## src/rtl/quiz_pkg.sv

```systemverilog
// Shared definitions for the quiz buzzer round controller: FSM state codes,
// player identifiers and score geometry.
package quiz_pkg;

    localparam logic [2:0] ST_IDLE   = 3'd0;
    localparam logic [2:0] ST_ARMED  = 3'd1;
    localparam logic [2:0] ST_ANSWER = 3'd2;
    localparam logic [2:0] ST_CLEAR  = 3'd3;
    localparam logic [2:0] ST_OVER   = 3'd4;

    localparam int NUM_PLAYERS = 4;
    localparam int SCORE_W     = 4;

    localparam logic [3:0] PLAYER_NONE = 4'd0;
    localparam logic [3:0] PLAYER_1    = 4'd1;
    localparam logic [3:0] PLAYER_4    = 4'd4;

    // A selector report is only usable when it names one of the real players.
    function automatic logic player_valid(input logic [3:0] p);
        return (p >= PLAYER_1) && (p <= PLAYER_4);
    endfunction

endpackage

```

## src/rtl/sec_tick_gen.sv

```systemverilog
// Seconds prescaler for the answer countdown. Counts 0..TICK_DIV-1 and
// raises tick for the single cycle in which the count sits at its top value.
// A synchronous clear parks the count at zero so every round starts a fresh
// second.
module sec_tick_gen #(
    parameter int TICK_DIV = 50_000_000
) (
    input  logic CLK,
    input  logic RST,
    input  logic clr,
    output logic tick
);

    localparam int CNT_W = (TICK_DIV > 1) ? $clog2(TICK_DIV) : 1;
    localparam logic [CNT_W-1:0] CNT_LAST = CNT_W'(TICK_DIV - 1);

    logic [CNT_W-1:0] cnt;

    // Free-running prescaler, held at zero while cleared, wrapping at the top.
    always_ff @(posedge CLK or posedge RST) begin
        if (RST) begin
            cnt <= '0;
        end else if (clr || (cnt == CNT_LAST)) begin
            cnt <= '0;
        end else begin
            cnt <= cnt + CNT_W'(1);
        end
    end

    assign tick = !clr && (cnt == CNT_LAST);

endmodule

```

## src/rtl/quiz_round_ctrl.sv

```systemverilog
// Round sequencer for the 4-player quiz buzzer. Arms and clears the player
// selector, runs the per-round answer countdown, applies host judgements to
// the player scores and detects the end of the game.
module quiz_round_ctrl
    import quiz_pkg::*;
#(
    parameter int TICK_DIV   = 50_000_000,
    parameter int ANSWER_SEC = 10,
    parameter int SCORE_MAX  = 9,
    parameter int CLR_CYC    = 2
) (
    input  logic                           CLK,
    input  logic                           RST,
    input  logic                           Host_Start,
    input  logic                           Host_Correct,
    input  logic                           Host_Wrong,
    input  logic                           Host_Clear,
    input  logic                           Sel_Lock,
    input  logic [3:0]                     Sel_Player,
    output logic                           Sel_Start,
    output logic                           Sel_RSTn,
    output logic [2:0]                     Round_State,
    output logic [3:0]                     Cur_Player,
    output logic [3:0]                     Sec_Left,
    output logic [NUM_PLAYERS*SCORE_W-1:0] Score,
    output logic [7:0]                     Round_Cnt,
    output logic                           Game_Over,
    output logic [3:0]                     Winner
);

    localparam int CLR_W = $clog2(CLR_CYC + 1);
    localparam logic [CLR_W-1:0]   CLR_LOAD  = CLR_W'(CLR_CYC);
    localparam logic [SCORE_W-1:0] SCORE_TOP = SCORE_W'(SCORE_MAX);
    localparam logic [3:0]         SEC_LOAD  = 4'(ANSWER_SEC);

    logic [2:0]                     state;
    logic [2:0]                     state_d;
    logic [CLR_W-1:0]               clr_cnt;
    logic [NUM_PLAYERS*SCORE_W-1:0] score_d;
    logic [7:0]                     round_d;
    logic [3:0]                     cur_d;
    logic [3:0]                     sec_d;
    logic [1:0]                     pidx;
    logic [SCORE_W-1:0]             cur_score;
    logic [SCORE_W-1:0]             new_score;
    logic                           tick;
    logic                           single_judge;
    logic                           expiry;

    sec_tick_gen #(
        .TICK_DIV (TICK_DIV)
    ) u_tick (
        .CLK  (CLK),
        .RST  (RST),
        .clr  (state != ST_ANSWER),
        .tick (tick)
    );

    assign Round_State  = state;
    assign single_judge = Host_Correct ^ Host_Wrong;
    assign expiry       = tick && (Sec_Left == 4'd1);

    // Next-state and datapath decisions; Host_Clear beats any judgement, and a
    // lone judgement beats a coincident expiry because it is checked first.
    always_comb begin
        state_d   = state;
        score_d   = Score;
        round_d   = Round_Cnt;
        cur_d     = Cur_Player;
        sec_d     = Sec_Left;
        pidx      = 2'(Cur_Player - 4'd1);
        cur_score = Score[pidx*SCORE_W +: SCORE_W];
        new_score = cur_score;
        case (state)
            ST_IDLE: begin
                if (Host_Start) state_d = ST_ARMED;
            end
            ST_ARMED: begin
                if (Host_Clear) begin
                    state_d = ST_CLEAR;
                end else if (Sel_Lock) begin
                    if (player_valid(Sel_Player)) begin
                        state_d = ST_ANSWER;
                        cur_d   = Sel_Player;
                        sec_d   = SEC_LOAD;
                    end else begin
                        state_d = ST_CLEAR;
                    end
                end
            end
            ST_ANSWER: begin
                if (Host_Clear) begin
                    state_d = ST_CLEAR;
                end else if (single_judge || expiry) begin
                    if (single_judge && Host_Correct) begin
                        new_score = (cur_score == SCORE_TOP) ? cur_score : cur_score + SCORE_W'(1);
                    end else begin
                        new_score = (cur_score == '0) ? cur_score : cur_score - SCORE_W'(1);
                    end
                    score_d[pidx*SCORE_W +: SCORE_W] = new_score;
                    round_d = Round_Cnt + 8'd1;
                    state_d = (new_score == SCORE_TOP) ? ST_OVER : ST_CLEAR;
                end else if (tick) begin
                    sec_d = Sec_Left - 4'd1;
                end
            end
            ST_CLEAR: begin
                if (clr_cnt <= CLR_W'(1)) state_d = ST_IDLE;
            end
            ST_OVER: begin
                if (Host_Clear) begin
                    score_d = '0;
                    round_d = '0;
                    state_d = ST_CLEAR;
                end
            end
            default: begin
                state_d = ST_CLEAR;
            end
        endcase
        if (state_d == ST_CLEAR) cur_d = PLAYER_NONE;
        if ((state_d == ST_CLEAR) || (state_d == ST_OVER)) sec_d = '0;
    end

    // State, scores and all outputs are registered from the next-state view so
    // selector controls change in the same cycle as the state they belong to.
    always_ff @(posedge CLK or posedge RST) begin
        if (RST) begin
            state      <= ST_CLEAR;
            clr_cnt    <= CLR_LOAD;
            Sel_Start  <= 1'b0;
            Sel_RSTn   <= 1'b0;
            Cur_Player <= PLAYER_NONE;
            Sec_Left   <= '0;
            Score      <= '0;
            Round_Cnt  <= '0;
            Game_Over  <= 1'b0;
            Winner     <= PLAYER_NONE;
        end else begin
            state      <= state_d;
            Score      <= score_d;
            Round_Cnt  <= round_d;
            Cur_Player <= cur_d;
            Sec_Left   <= sec_d;
            Sel_Start  <= (state_d == ST_ARMED) || (state_d == ST_ANSWER);
            Sel_RSTn   <= (state_d != ST_CLEAR);
            Game_Over  <= (state_d == ST_OVER);
            Winner     <= (state_d == ST_OVER) ? cur_d : PLAYER_NONE;
            if ((state != ST_CLEAR) && (state_d == ST_CLEAR)) begin
                clr_cnt <= CLR_LOAD;
            end else if ((state == ST_CLEAR) && (clr_cnt != '0)) begin
                clr_cnt <= clr_cnt - CLR_W'(1);
            end
        end
    end

endmodule

```

## config.mk

```make
export PLATFORM = sky130hd
export DESIGN_NAME = quiz_round_ctrl
export DESIGN_NICKNAME = d
export VERILOG_FILES = /design/src/rtl/quiz_pkg.sv /design/src/rtl/sec_tick_gen.sv /design/src/rtl/quiz_round_ctrl.sv
export SDC_FILE = /design/constraint.sdc
export NUM_CORES = 1
export LEC_CHECK = 0
export ABC_CLOCK_PERIOD_IN_PS = 4600
export CAP_MARGIN = 20
export CORE_MARGIN = 5
export CORE_UTILIZATION = 50
export DETAILED_ROUTE_END_ITERATION = 6
export HOLD_SLACK_MARGIN = 0.03
export PLACE_DENSITY_LB_ADDON = 0.3
export SLEW_MARGIN = 20
export SYNTH_ARGS = -nofsm -noshare
export SYNTH_HDL_FRONTEND = slang
export SYNTH_SLANG_ARGS = --single-unit
```

## constraint.sdc

```tcl
create_clock -name CLK -period 4.6 [get_ports CLK]
set_input_delay 0.92 -clock CLK [delete_from_list [all_inputs] [get_ports CLK]]
set_output_delay 0.92 -clock CLK [all_outputs]
set_load 0.01 [all_outputs]
```

==> impl_metrics.ini <==
[run_status]
status = complete, no violations

[timing]
fin_crit_ps = 3750
drv_slew = 0
clock_skew_ps = 11.3
hold_viol = 0
max_slew.worst_pin.slew_ps = 939
tns_ps = 0
fmax_ghz = 0.267
min_period_over_period = 0.815
rsz0062_at_grt = false
setup_viol = 0
slew_headroom = 0.374

[global_routing]
overflow = 0
antenna_found_initial = 0
grt_usage = 0.189
grt_max_degree = 48
grt_pass1_vias = 3160
grt_pass1_wl_mm = 15.1

[floorplanning]
dieArea_sq_um = 9780
rows = 32
io_pins = 53
chipHeight_um = 98.9
die_w_um = 98.9
initial_core_util = 0.511
core_sq_um = 7730

[clock_network]
clockBufferDepth = 2
worstSkewPairLatency_ps = 350
htree_levels = 3
cts_resized = 0
tritoncts = built
clkTransAtPathRegs_ps = 80
clock-sinks = 70
postCtsSetupRepairBufs = 0
cts_root_buffer = clkbuf_8
hold_buffers = 0
cts-buffers-inserted = 9

[logic_synthesis]
syn-num-nets = 438
synth_mux_area_frac = 0.0494
ys_warn_count = 0
synth_top_family_by_area = simple AND/OR/NAND/NOR gates
synth-edff-count = 0
yosysTopAreaCell = dfrtp_1
synth_area_sq_um = 3950
yosysSeqAreaShare = 0.445
synth_compound_area_frac = 0.101
synth_xor_xnor_area_share = 0.0688
synth_simple_gate_area_frac = 0.255
ys_types = 59
synth_area_leaders = dfrtp_1, nor2_1, xor2_1
ys_ff_latch = 70
synth-async-reset-ratio = 1.00
yosysTopAreaCellShare = 0.425
syn_area_per_cell_sq_um = 9.56
synthFlopType = dfrtp_1
synthAdderAreaFrac = 0.0444
syn_inst = 413

[setup_path]
crit_path_start_kind = flop
endpoint_kind = flop
path_max_fanout = 12
required_ps = 4840
crit_type = reg2reg
cp.arrival_ps = 3990
r2r_setup_slack_ps = 850

[detailed_routing]
first_iter_violations = 202
antenna_left = 0
wirelength_mm = 8.94
drt-pass1-iter-count = 4
post-route-drc-count = 0
vias_per_cell = 5.67
num_vias = 3232
wire_per_inst_um = 15.7

[run]
cap_violations = 0

[layout]
finalNonFillerCells = 570
area_growth_pct = 19.8
n_antenna_cell = 0
fin_nets = 488
layout-drive-gt1-share = 0.0812

[placement]
hpwl_mm = 6.57
portBuffers = 52
gp_congestion = 0.902
dpl.cell_count = 554

[pwr]
p_leak_nw = 1.99
vdd_drop_max_mv = 0.307
p_per_area_nw_per_um2 = 461
p_total_mw = 2.18

[hold_path]
min_path_type = reg2reg
-- logic make-up (layout without fill, tap and decap cells) --
logic type,after synthesis,count (layout)
flops,70,70
simple gates,194,194
mux,13,13
xor+xnor,31,31
compound gates,58,58
buf+inv,33,88
fa+ha+maj,14,14
-- power by group --
part,switching (mW),internal [mW]
Combinational,0.498,0.377
Clock,0.232,0.266
Sequential,0.104,0.703
Total,0.833,1.35
-- sequential cells by signal, indices dropped and copies added, names as in the netlist --
| register | flops |
|---|---|
| u_tick.cnt | 26 |
| Score | 16 |
| Round_Cnt | 8 |
| Cur_Player | 4 |
| Sec_Left | 4 |
| Winner | 4 |
| Round_State | 3 |
| clr_cnt | 2 |
| Game_Over | 1 |
| Sel_RSTn | 1 |
| Sel_Start | 1 |
-- layer usage --
metal	up-vias	share of wire	GRT usage
met2	87	0.47	0.304
met3	8	0.055	0.0382
met1	1588	0.47	0.256
met5	-	0	0
li1	1549	-	-
met4	0	0.012	0.0651
-- cell type report --
class / instances / area, sq um
fillers: 633 / 3000
multi-input cells: 310 / 2050
flip-flops and latches: 70 / 1760
repair buffers: 53 / 528
clock buffers: 11 / 141
well taps: 102 / 128
inverters: 19 / 72.6
clock inverters: 5 / 58.8
-- final timing paths --
| path | cells after the start | startpoint | endpoint |
|---|---|---|---|
| max in group asynchronous | 3 | RST | Round_Cnt[4]$_DFFE_PP0P_ |
| hold reg to reg | 1 | Round_Cnt[0]$_DFFE_PP0P_ | Round_Cnt[0]$_DFFE_PP0P_ |
| hold / removal | 1 | Round_Cnt[0]$_DFFE_PP0P_ | Round_Cnt[0]$_DFFE_PP0P_ |
| setup / recovery | 12 | Cur_Player[0]$_DFF_PP0_ | Sec_Left[1]$_DFFE_PP0P_ |
| setup reg to reg | 12 | Cur_Player[0]$_DFF_PP0_ | Sec_Left[1]$_DFFE_PP0P_ |
| min in group asynchronous | 2 | RST | u_tick.cnt[17]$_DFF_PP0_ |
-- critical path: stages, from the launching register on --
cell       delay [ps]
dfrtp_1           610
inv_1             150
ha_1              470
mux4_2            360
inv_1              70
ha_1              220
nor2_1            130
or4b_1            440
a21oi_1           150
a21oi_1           110
nand3b_4          190
o31a_1            470
a2111oi_2         260
-- through the flow --
step                      area, sq um  utilization  setup slack (ps)  hold WS [ps]
after floorplan                  3950            -              1300           476
after global placement           4530        0.586              1020           510
after CTS                        4730        0.612               843           535
after global routing             4730        0.612               510           551
final                            4730        0.612               851           529
after detailed placement         4530        0.586               886           517
-- cells in the mapped netlist, types with 4 or more instances --
cell type   n
or3_1       7
and4_1      5
o21ai_0    18
clkbuf_1    8
nand3b_1    4
nor2_1     59
nor3_1      6
xor2_1     22
dfrtp_1    67
nor4b_1     4
and3_1      7
nand3_1    13
mux2i_1     6
mux4_2      4
and2_1      4
a22o_1      4
ha_1       14
nor3b_1     4
xnor2_1     9
inv_1      16
nand2_1    47
a21oi_1    12
o31ai_1     4
nand4_1    12
-- cell usage in the layout (no fill, tap or decap), drive strengths merged, types with 5 or more instances in the layout --
cell and count:
a21oi 12, and3 7, and4 5, clkbuf 11
clkdlybuf4s50 52, dfrtp 67, ha 14, inv 19
mux2i 7, nand2 47, nand3 13, nand3b 5
nand4 12, nor2 59, nor3 7, nor4b 5
o21ai 20, or3 7, xnor2 9, xor2 22
Note: power is estimated with default switching activity, not from simulation.
